[src/rtl/split_streamer.sv]
// I2S-to-S/PDIF bridge: deserialises 32-bit I2S words and re-emits the top 24 bits
// as a biphase-mark IEC 60958 stream, one clock per half-cell, 128 clocks per frame.
module split_streamer (
    input  logic pin_i2s_bclk_pll,
    input  logic pin_user_sw,
    input  logic pin_i2s_fclk,
    input  logic pin_i2s_bclk,
    input  logic pin_i2s_data,
    output logic pin_opt1,
    output logic red
);
    localparam logic [7:0] PRE_B = 8'b1110_1000;
    localparam logic [7:0] PRE_M = 8'b1110_0010;
    localparam logic [7:0] PRE_W = 8'b1110_0100;

    typedef enum logic [1:0] {LS_HUNT, LS_ARMED, LS_LOCKED} lock_state_t;

    logic clk;
    logic rst_n;
    assign clk   = pin_i2s_bclk_pll;
    assign rst_n = pin_user_sw;

    // ---------------- input synchronisers: [0]=bclk, [1]=fclk, [2]=data
    logic [2:0] raw_in;
    logic [2:0] sync_out;
    assign raw_in = {pin_i2s_data, pin_i2s_fclk, pin_i2s_bclk};

    for (genvar gi = 0; gi < 3; gi++) begin : g_sync
        logic meta_reg;
        logic out_reg;
        always_ff @(posedge clk or negedge rst_n) begin
            if (!rst_n) begin
                meta_reg <= 1'b0;
                out_reg  <= 1'b0;
            end else begin
                meta_reg <= raw_in[gi];
                out_reg  <= meta_reg;
            end
        end
        assign sync_out[gi] = out_reg;
    end

    logic bclk_s, fclk_s, data_s;
    assign bclk_s = sync_out[0];
    assign fclk_s = sync_out[1];
    assign data_s = sync_out[2];

    // ---------------- deserialiser and stream watchdog
    logic        bclk_prev, fclk_prev, fclk_at_rise;
    logic [31:0] shift_reg;
    logic        latch_req, latch_right;
    logic [23:0] left_reg;
    logic [7:0]  idle_cnt;
    logic        bclk_rise, fclk_change, stall, pair_done;

    assign bclk_rise   = bclk_s & ~bclk_prev;
    assign fclk_change = fclk_s ^ fclk_prev;
    assign stall       = (idle_cnt == 8'hFF) & ~fclk_change;
    // The shift register still holds the right word on the cycle the pair completes.
    assign pair_done   = latch_req & latch_right;

    always_ff @(posedge clk or negedge rst_n) begin
        if (!rst_n) begin
            bclk_prev    <= 1'b0;
            fclk_prev    <= 1'b0;
            fclk_at_rise <= 1'b0;
            shift_reg    <= '0;
            latch_req    <= 1'b0;
            latch_right  <= 1'b0;
            left_reg     <= '0;
            idle_cnt     <= '0;
        end else begin
            bclk_prev <= bclk_s;
            fclk_prev <= fclk_s;
            latch_req <= 1'b0;
            if (bclk_rise) begin
                shift_reg    <= {shift_reg[30:0], data_s};
                fclk_at_rise <= fclk_s;
                if (fclk_s != fclk_at_rise) begin
                    latch_req   <= 1'b1;
                    latch_right <= ~fclk_s;
                end
            end
            if (latch_req && !latch_right) begin
                left_reg <= shift_reg[31:8];
            end
            if (fclk_change) begin
                idle_cnt <= '0;
            end else if (idle_cnt != 8'hFF) begin
                idle_cnt <= idle_cnt + 8'd1;
            end
        end
    end

    // ---------------- framer / BMC encoder
    lock_state_t lock_state;
    logic        red_reg, opt_reg, pol_reg;
    logic [6:0]  slot_cnt;
    logic [7:0]  frame_cnt;
    logic [23:0] pend_l, pend_r, tx_l, tx_r;
    logic        pend_valid;

    logic [23:0] tx_word;
    logic [7:0]  pre;
    logic [5:0]  half_idx;
    logic [4:0]  slot_idx, bit_idx;
    logic        line_pol, data_bit, opt_next;

    always_comb begin
        tx_word  = slot_cnt[6] ? tx_r : tx_l;
        pre      = PRE_M;
        half_idx = slot_cnt[5:0];
        slot_idx = half_idx[5:1];
        bit_idx  = slot_idx - 5'd4;
        line_pol = (half_idx == 6'd0) ? opt_reg : pol_reg;
        data_bit = 1'b0;
        opt_next = opt_reg;
        if (slot_cnt[6]) begin
            pre = PRE_W;
        end else if (frame_cnt == 8'd0) begin
            pre = PRE_B;
        end
        // V, U and C are always zero, so parity only has to cover the audio bits.
        if (slot_idx >= 5'd4 && slot_idx <= 5'd27) begin
            data_bit = tx_word[bit_idx];
        end else if (slot_idx == 5'd31) begin
            data_bit = ^tx_word;
        end
        if (half_idx < 6'd8) begin
            opt_next = pre[~half_idx[2:0]] ^ line_pol;
        end else if (!half_idx[0]) begin
            opt_next = ~opt_reg;
        end else begin
            opt_next = opt_reg ^ data_bit;
        end
    end

    always_ff @(posedge clk or negedge rst_n) begin
        if (!rst_n) begin
            lock_state <= LS_HUNT;
            red_reg    <= 1'b1;
            opt_reg    <= 1'b0;
            pol_reg    <= 1'b0;
            slot_cnt   <= '0;
            frame_cnt  <= '0;
            pend_l     <= '0;
            pend_r     <= '0;
            pend_valid <= 1'b0;
            tx_l       <= '0;
            tx_r       <= '0;
        end else if (stall) begin
            lock_state <= LS_HUNT;
            red_reg    <= 1'b1;
            opt_reg    <= 1'b0;
            slot_cnt   <= '0;
            frame_cnt  <= '0;
            pend_valid <= 1'b0;
        end else begin
            case (lock_state)
                LS_HUNT: begin
                    if (pair_done) lock_state <= LS_ARMED;
                end
                LS_ARMED: begin
                    if (pair_done) begin
                        lock_state <= LS_LOCKED;
                        red_reg    <= 1'b0;
                        slot_cnt   <= '0;
                        frame_cnt  <= '0;
                        pend_l     <= left_reg;
                        pend_r     <= shift_reg[31:8];
                        pend_valid <= 1'b1;
                    end
                end
                LS_LOCKED: begin
                    slot_cnt <= slot_cnt + 7'd1;
                    opt_reg  <= opt_next;
                    if (half_idx == 6'd0) pol_reg <= opt_reg;
                    if (slot_cnt == 7'd127) begin
                        frame_cnt <= (frame_cnt == 8'd191) ? 8'd0 : frame_cnt + 8'd1;
                    end
                    if (slot_cnt == 7'd0 && pend_valid) begin
                        tx_l       <= pend_l;
                        tx_r       <= pend_r;
                        pend_valid <= 1'b0;
                    end
                    // A newly arrived pair always wins over the one just consumed.
                    if (pair_done) begin
                        pend_l     <= left_reg;
                        pend_r     <= shift_reg[31:8];
                        pend_valid <= 1'b1;
                    end
                end
                default: lock_state <= LS_HUNT;
            endcase
        end
    end

    assign pin_opt1 = opt_reg;
    assign red      = red_reg;
endmodule

[config.mk]
export PLATFORM = sky130hd
export DESIGN_NAME = split_streamer
export DESIGN_NICKNAME = d
export VERILOG_FILES = /design/src/rtl/split_streamer.sv
export SDC_FILE = /design/constraint.sdc
export NUM_CORES = 1
export LEC_CHECK = 0
export ABC_CLOCK_PERIOD_IN_PS = 3010
export CORE_MARGIN = 5
export CORE_UTILIZATION = 45
export CTS_CLUSTER_SIZE = 40
export DETAILED_ROUTE_END_ITERATION = 7
export GPL_ROUTABILITY_DRIVEN = 0
export RECOVER_POWER = 100
export SLEW_MARGIN = 20
export SYNTH_ARGS = -nofsm -noshare
export SYNTH_HDL_FRONTEND = slang
export SYNTH_SLANG_ARGS = --single-unit
[constraint.sdc]
create_clock -name pin_i2s_bclk_pll -period 3.01 [get_ports pin_i2s_bclk_pll]
set_input_delay 0.903 -clock pin_i2s_bclk_pll [delete_from_list [all_inputs] [get_ports pin_i2s_bclk_pll]]
set_output_delay 0.903 -clock pin_i2s_bclk_pll [all_outputs]
set_load 0.02 [all_outputs]
Word level (Yosys, flattened, before mapping)
Index checks and enable logic that the tools add are counted.
Word-level totals
  bits in registers: 192
  input port bits: 5
  output and inout bits: 2
  logic and storage cells: 121
Cells by class
  add/sub/neg operators: 4
  order comparisons: 5
  equality and inequality tests: 13
  mux-type cells: 38
  bitwise logic cells: 12
  reductions and logical operators: 24
Operators with widths (number)
  $mux W8: 6
  $mux W24: 1
  $reduce_xor A24 Y1: 1
  $mux W1: 18
  $add A8 B1 Y8 const B: 2
  $eq A8 B8 Y1 const B: 2
  $pmux W8 S2: 1
  $reduce_and A3 Y1: 5
  $mux W7: 2
  $pmux W7 S2: 1
  $ne A3 B3 Y1 const B: 3
  $logic_not A8 Y1: 1
  $mux W4: 2
  $ne A8 B8 Y1 const B: 1
  $reduce_and A2 Y1: 4
  $reduce_bool A2 Y1: 4
  $add A7 B1 Y7 const B: 1
  $eq A7 B7 Y1 const B: 1
  $logic_not A7 Y1: 1
  $logic_not A6 Y1: 1
  $lt A5 B6 Y1 const B: 1
  $lt A6 B4 Y1 const B: 1
  $mux W2: 3
  $pmux W2 S3: 1
  other kinds (22): 32

Depth between registers and ports, before layout
  depth after elaboration: 9
  mapped depth: 11
  mapped depth without buffers: 10

Worst setup path after synthesis
No wires, ideal clock.
  path kind: register to register
  from: reg slot_cnt[1]
  to: reg opt_reg (netlist: pin_opt1)
  arrival time: 2.355 ns
  data required time: 2.874 ns
  path slack: 0.519 ns
  cell stages (with the launch flop): 10
  path buffers: 2
  cells stage by stage: dfrtp_1 -> clkbuf_1 -> clkbuf_1 -> mux4_2 -> mux4_2 -> nand3_1 -> a31oi_1 -> a311oi_2 -> mux2i_1 -> a21oi_1
Between the ends
  word-level cells in the longest chain between the ends: 9
  elaborated cells on any way between the ends: 21
Ends and longest elaborated chain
  start: declaration: line 98  | logic [6:0] slot_cnt;
  start signal: assignment: line 175  | slot_cnt <= slot_cnt + 7'd1;
  $sub A5 B3 Y5: line 114  | bit_idx = slot_idx - 5'd4;
  $bmux W1 S5: line 125  | data_bit = tx_word[bit_idx];
  $mux W1 (not written as such): line 125
  $mux W1: line 124  | if (slot_idx >= 5'd4 && slot_idx <= 5'd27) begin
  $xor A1 B1 Y1: line 134  | opt_next = opt_reg ^ data_bit;
  $mux W1: line 131  | end else if (!half_idx[0]) begin
  $mux W1 (*): line 129  | if (half_idx < 6'd8) begin
  $mux W1 (*): line 159  | case (lock_state)
  $mux W1 (*): line 151  | end else if (stall) begin
  end signal: assignment: line 176  | opt_reg <= opt_next;
  end: declaration: line 97  | logic red_reg, opt_reg, pol_reg;
Every way passes the cells marked *; elsewhere a longest branch is shown, timed or not. The select of a mux whose other input is x is not followed.
A chain may end at the register's enable or synchronous reset.

Worst setup path after layout
  from: reg g_sync[1].out_reg (netlist: fclk_s)
  to: reg tx_l[18]
Between the ends
  word-level cells in the longest chain between the ends: 5
Ends and longest elaborated chain
  start: declaration: line 30  | logic out_reg;
  start signal: assignment: line 37  | out_reg <= meta_reg;
  $xor A1 B1 Y1: line 57  | assign fclk_change = fclk_s ^ fclk_prev;
  $not A1 Y1: line 58  | assign stall = (idle_cnt == 8'hFF) & ~fclk_change;
  $and A1 B1 Y1: line 58
  $not A1 Y1 (no line)
  $reduce_and A3 Y1 (no line)
  end signal: assignment: line 182  | tx_l <= pend_l;
  end: declaration: line 100  | logic [23:0] pend_l, pend_r, tx_l, tx_r;
No other way between the ends.

==> flow_metrics.tcl <==
set metrics [dict create \
    status "finished, violations left" \
    violations "capacitance limit, slew limit" \
    overflow 0 \
    final_antenna_net_count 0 \
    cp-end-kind "flop" \
    avgViaCountPerCell 5.38 \
    cp_slowest_cell "dfrtp_1" \
    skew_ps 12.1 \
    slowest_delay_ps 470 \
    synth_nets 719 \
    layout_common_cells "dfrtp_1 (191), nand2_1 (129), mux2_2 (123)" \
    antenna_found_initial 0 \
    die_x_um 148 \
    die_y_um 148 \
    path_cells "xor2_1 > buf_4 > nor2_1 > clkbuf_1 > nor2_1 > and3_2 > buf_6 > mux2_2" \
    async_flop_share_pct 100 \
    fmax_ghz 0.366 \
    synth.distinct_cells 44 \
    dp.final_hpwl_um 11100 \
    crit_family "buffers and inverters" \
    p_total_mw 5.72 \
    post-cts-setup-buffers 0 \
    drt_iter0_drc 220 \
    final_common_cell "dfrtp_1" \
    drive_above_1_share_pct 25.8 \
    diodes 0 \
    drv_slew 105 \
    yosysTopAreaCell "dfrtp_1" \
    grt_pass1_vias 5546 \
    cts_tree "yes" \
    routedWlPerCell_um 17.1 \
    yosysTopAreaCellShare_pct 55.5 \
    worstPathRequired_ps 3320 \
    largest_reg_flops 32 \
    vdd_drop_max_mv 0.400 \
    yosysSeqAreaShare_pct 55.8 \
    rows 50 \
    yosysWarnings 0 \
    start_util_pct 45.9 \
    min_path_cells 0 \
    grt_first_pass_wirelength_um 28900 \
    cts_resized 0 \
    relSlewSlack_pct -23.2 \
    area_growth_syn_to_layout_pct 10.9 \
    fill_cells 1623 \
    cp.arrival_ps 3040 \
    cts.htree.levels 4 \
    syn_inst 701 \
    worstMarginPinSlew_ps 1850 \
    num_io_pins 7 \
    cp-start-kind "flop" \
    route.detailed.drc 0 \
    setup_violations 0 \
    syn_area_per_cell_um2 12.3 \
    grt_setup_unrepaired "false" \
    drt_wl_total_um 16500 \
    clk_path_buf_depth 2 \
    num_vias 5174 \
    synth_edf_count 0 \
    hold_class "flop to flop" \
    final_core_util_pct 50.8 \
    finalSetupTns_ps 0 \
    grt_max_degree 71 \
    r2r_cells 8 \
    ctsRootBufferMaster "clkbuf_16" \
    fp.coreArea_um2 18800 \
    fin_crit_ps 2730 \
    clock_sinks 192 \
    p_leak_nw 4.73 \
    crit_path_frequent_cell "nor2_1" \
    ys.flop_type "dfrtp_1" \
    cts_buffers 17 \
    clkSlewWorstSetupHoldPaths_ps 70 \
    grt_usage_pct 16.4 \
    clk_latency_ps 430 \
    die-area_um2 22000 \
    power_density_nw_per_um2 600 \
    ys_seq_elements 192 \
    hold_ws_ps 348 \
    criticalPathCategory "flop to flop" \
    cp.depth 8 \
    critPathMaxFanout 48 \
    post-route-period-util_pct 90.7 \
    synth.area.top_cells "dfrtp_1 (56%), mux2_2 (16%), nand2_1 (5.6%)" \
    fin_nets 733 \
    io_buffer_count 6 \
    firstDrtPassIters 4 \
    ctsHoldBuffers 0 \
    hold_violations 0 \
    crit_buf_inv 3 \
    timing.max_cap.violations 2 \
    netlist_area_um2 8610 \
]
## cells in the mapped netlist (all sizes together) (2+ instances only)
master and n:
xor2 25, nor2 28, and2 2, nand2 129, mux2 123, buf 13, or3 3, o21ai 26
clkbuf 18, nand3b 2, and3 7, xnor2 16, dfrtp 191, ha 13, nand3 12, nand4 4
inv 11, a311oi 3, nor3 5, mux4 12, mux2i 19, nor2b 5, a21oi 15, a31oi 3
nand2b 2, and4 2
## path summary, 6_finish.rpt
| path | startpoint | slack, ps | end |
|---|---|---|---|
| min reg2reg | g_sync[1].meta_reg | 350 | fclk_s |
| min | g_sync[1].meta_reg | 350 | fclk_s |
| max in group asynchronous | pin_user_sw | 740 | red |
| max reg2reg | fclk_s | 280 | tx_l[18] |
| max | fclk_s | 280 | tx_l[18] |
| min in group asynchronous | pin_user_sw | 960 | shift_reg[29] |
## cell families (layout without fill, tap and decap cells)
kind of cell             count (synthesis)  in the layout  share of synthesized area [%]
AND/OR/NAND/NOR                        206            206                           10.4
buffers and inverters                   42             69                           2.33
XOR/XNOR                                42             42                           4.43
AO/OA/AOI/OAI                           52             52                           3.49
flip-flops                             192            192                           55.8
adder cells (fa/ha/maj)                 13             13                           1.89
multiplexers                           154            154                           21.6
## layout make-up
class / count / area (um2) / area share [%]
clock inverter: 15 / 164 / 1.72
multi-input combinational: 467 / 3610 / 37.8
sequential: 192 / 4810 / 50.4
timing repair buffer: 26 / 206 / 2.16
clock buffer: 17 / 425 / 4.46
tap: 234 / 293 / 3.07
inverter: 11 / 41.3 / 0.433
## per-stage QoR
stage / setup WS, ps / instances / instance area (um2)
2_1_floorplan: 519 / 701 / 8610
3_3_place_gp: 377 / 930 / 9000
3_5_place_dp: 173 / 930 / 9000
4_1_cts: 162 / 962 / 9590
5_1_grt: 87.4 / 962 / 9540
6_report: 281 / 962 / 9540
## routing by layer
layer / vias to the layer above / track usage (%) / wire [um]
met1: 2659 / 21.3 / 7460
met3: 16 / 3.23 / 364
met4: 0 / 5.31 / 213
li1: 2449 / - / -
met2: 50 / 28.0 / 8430
met5: - / 0 / 0
## power breakdown
part	internal, mW	switching [mW]
combinational	0.272	0.397
clock	1.12	1.11
sequential	2.71	0.112
Note: power is estimated with default switching activity, not from simulation.
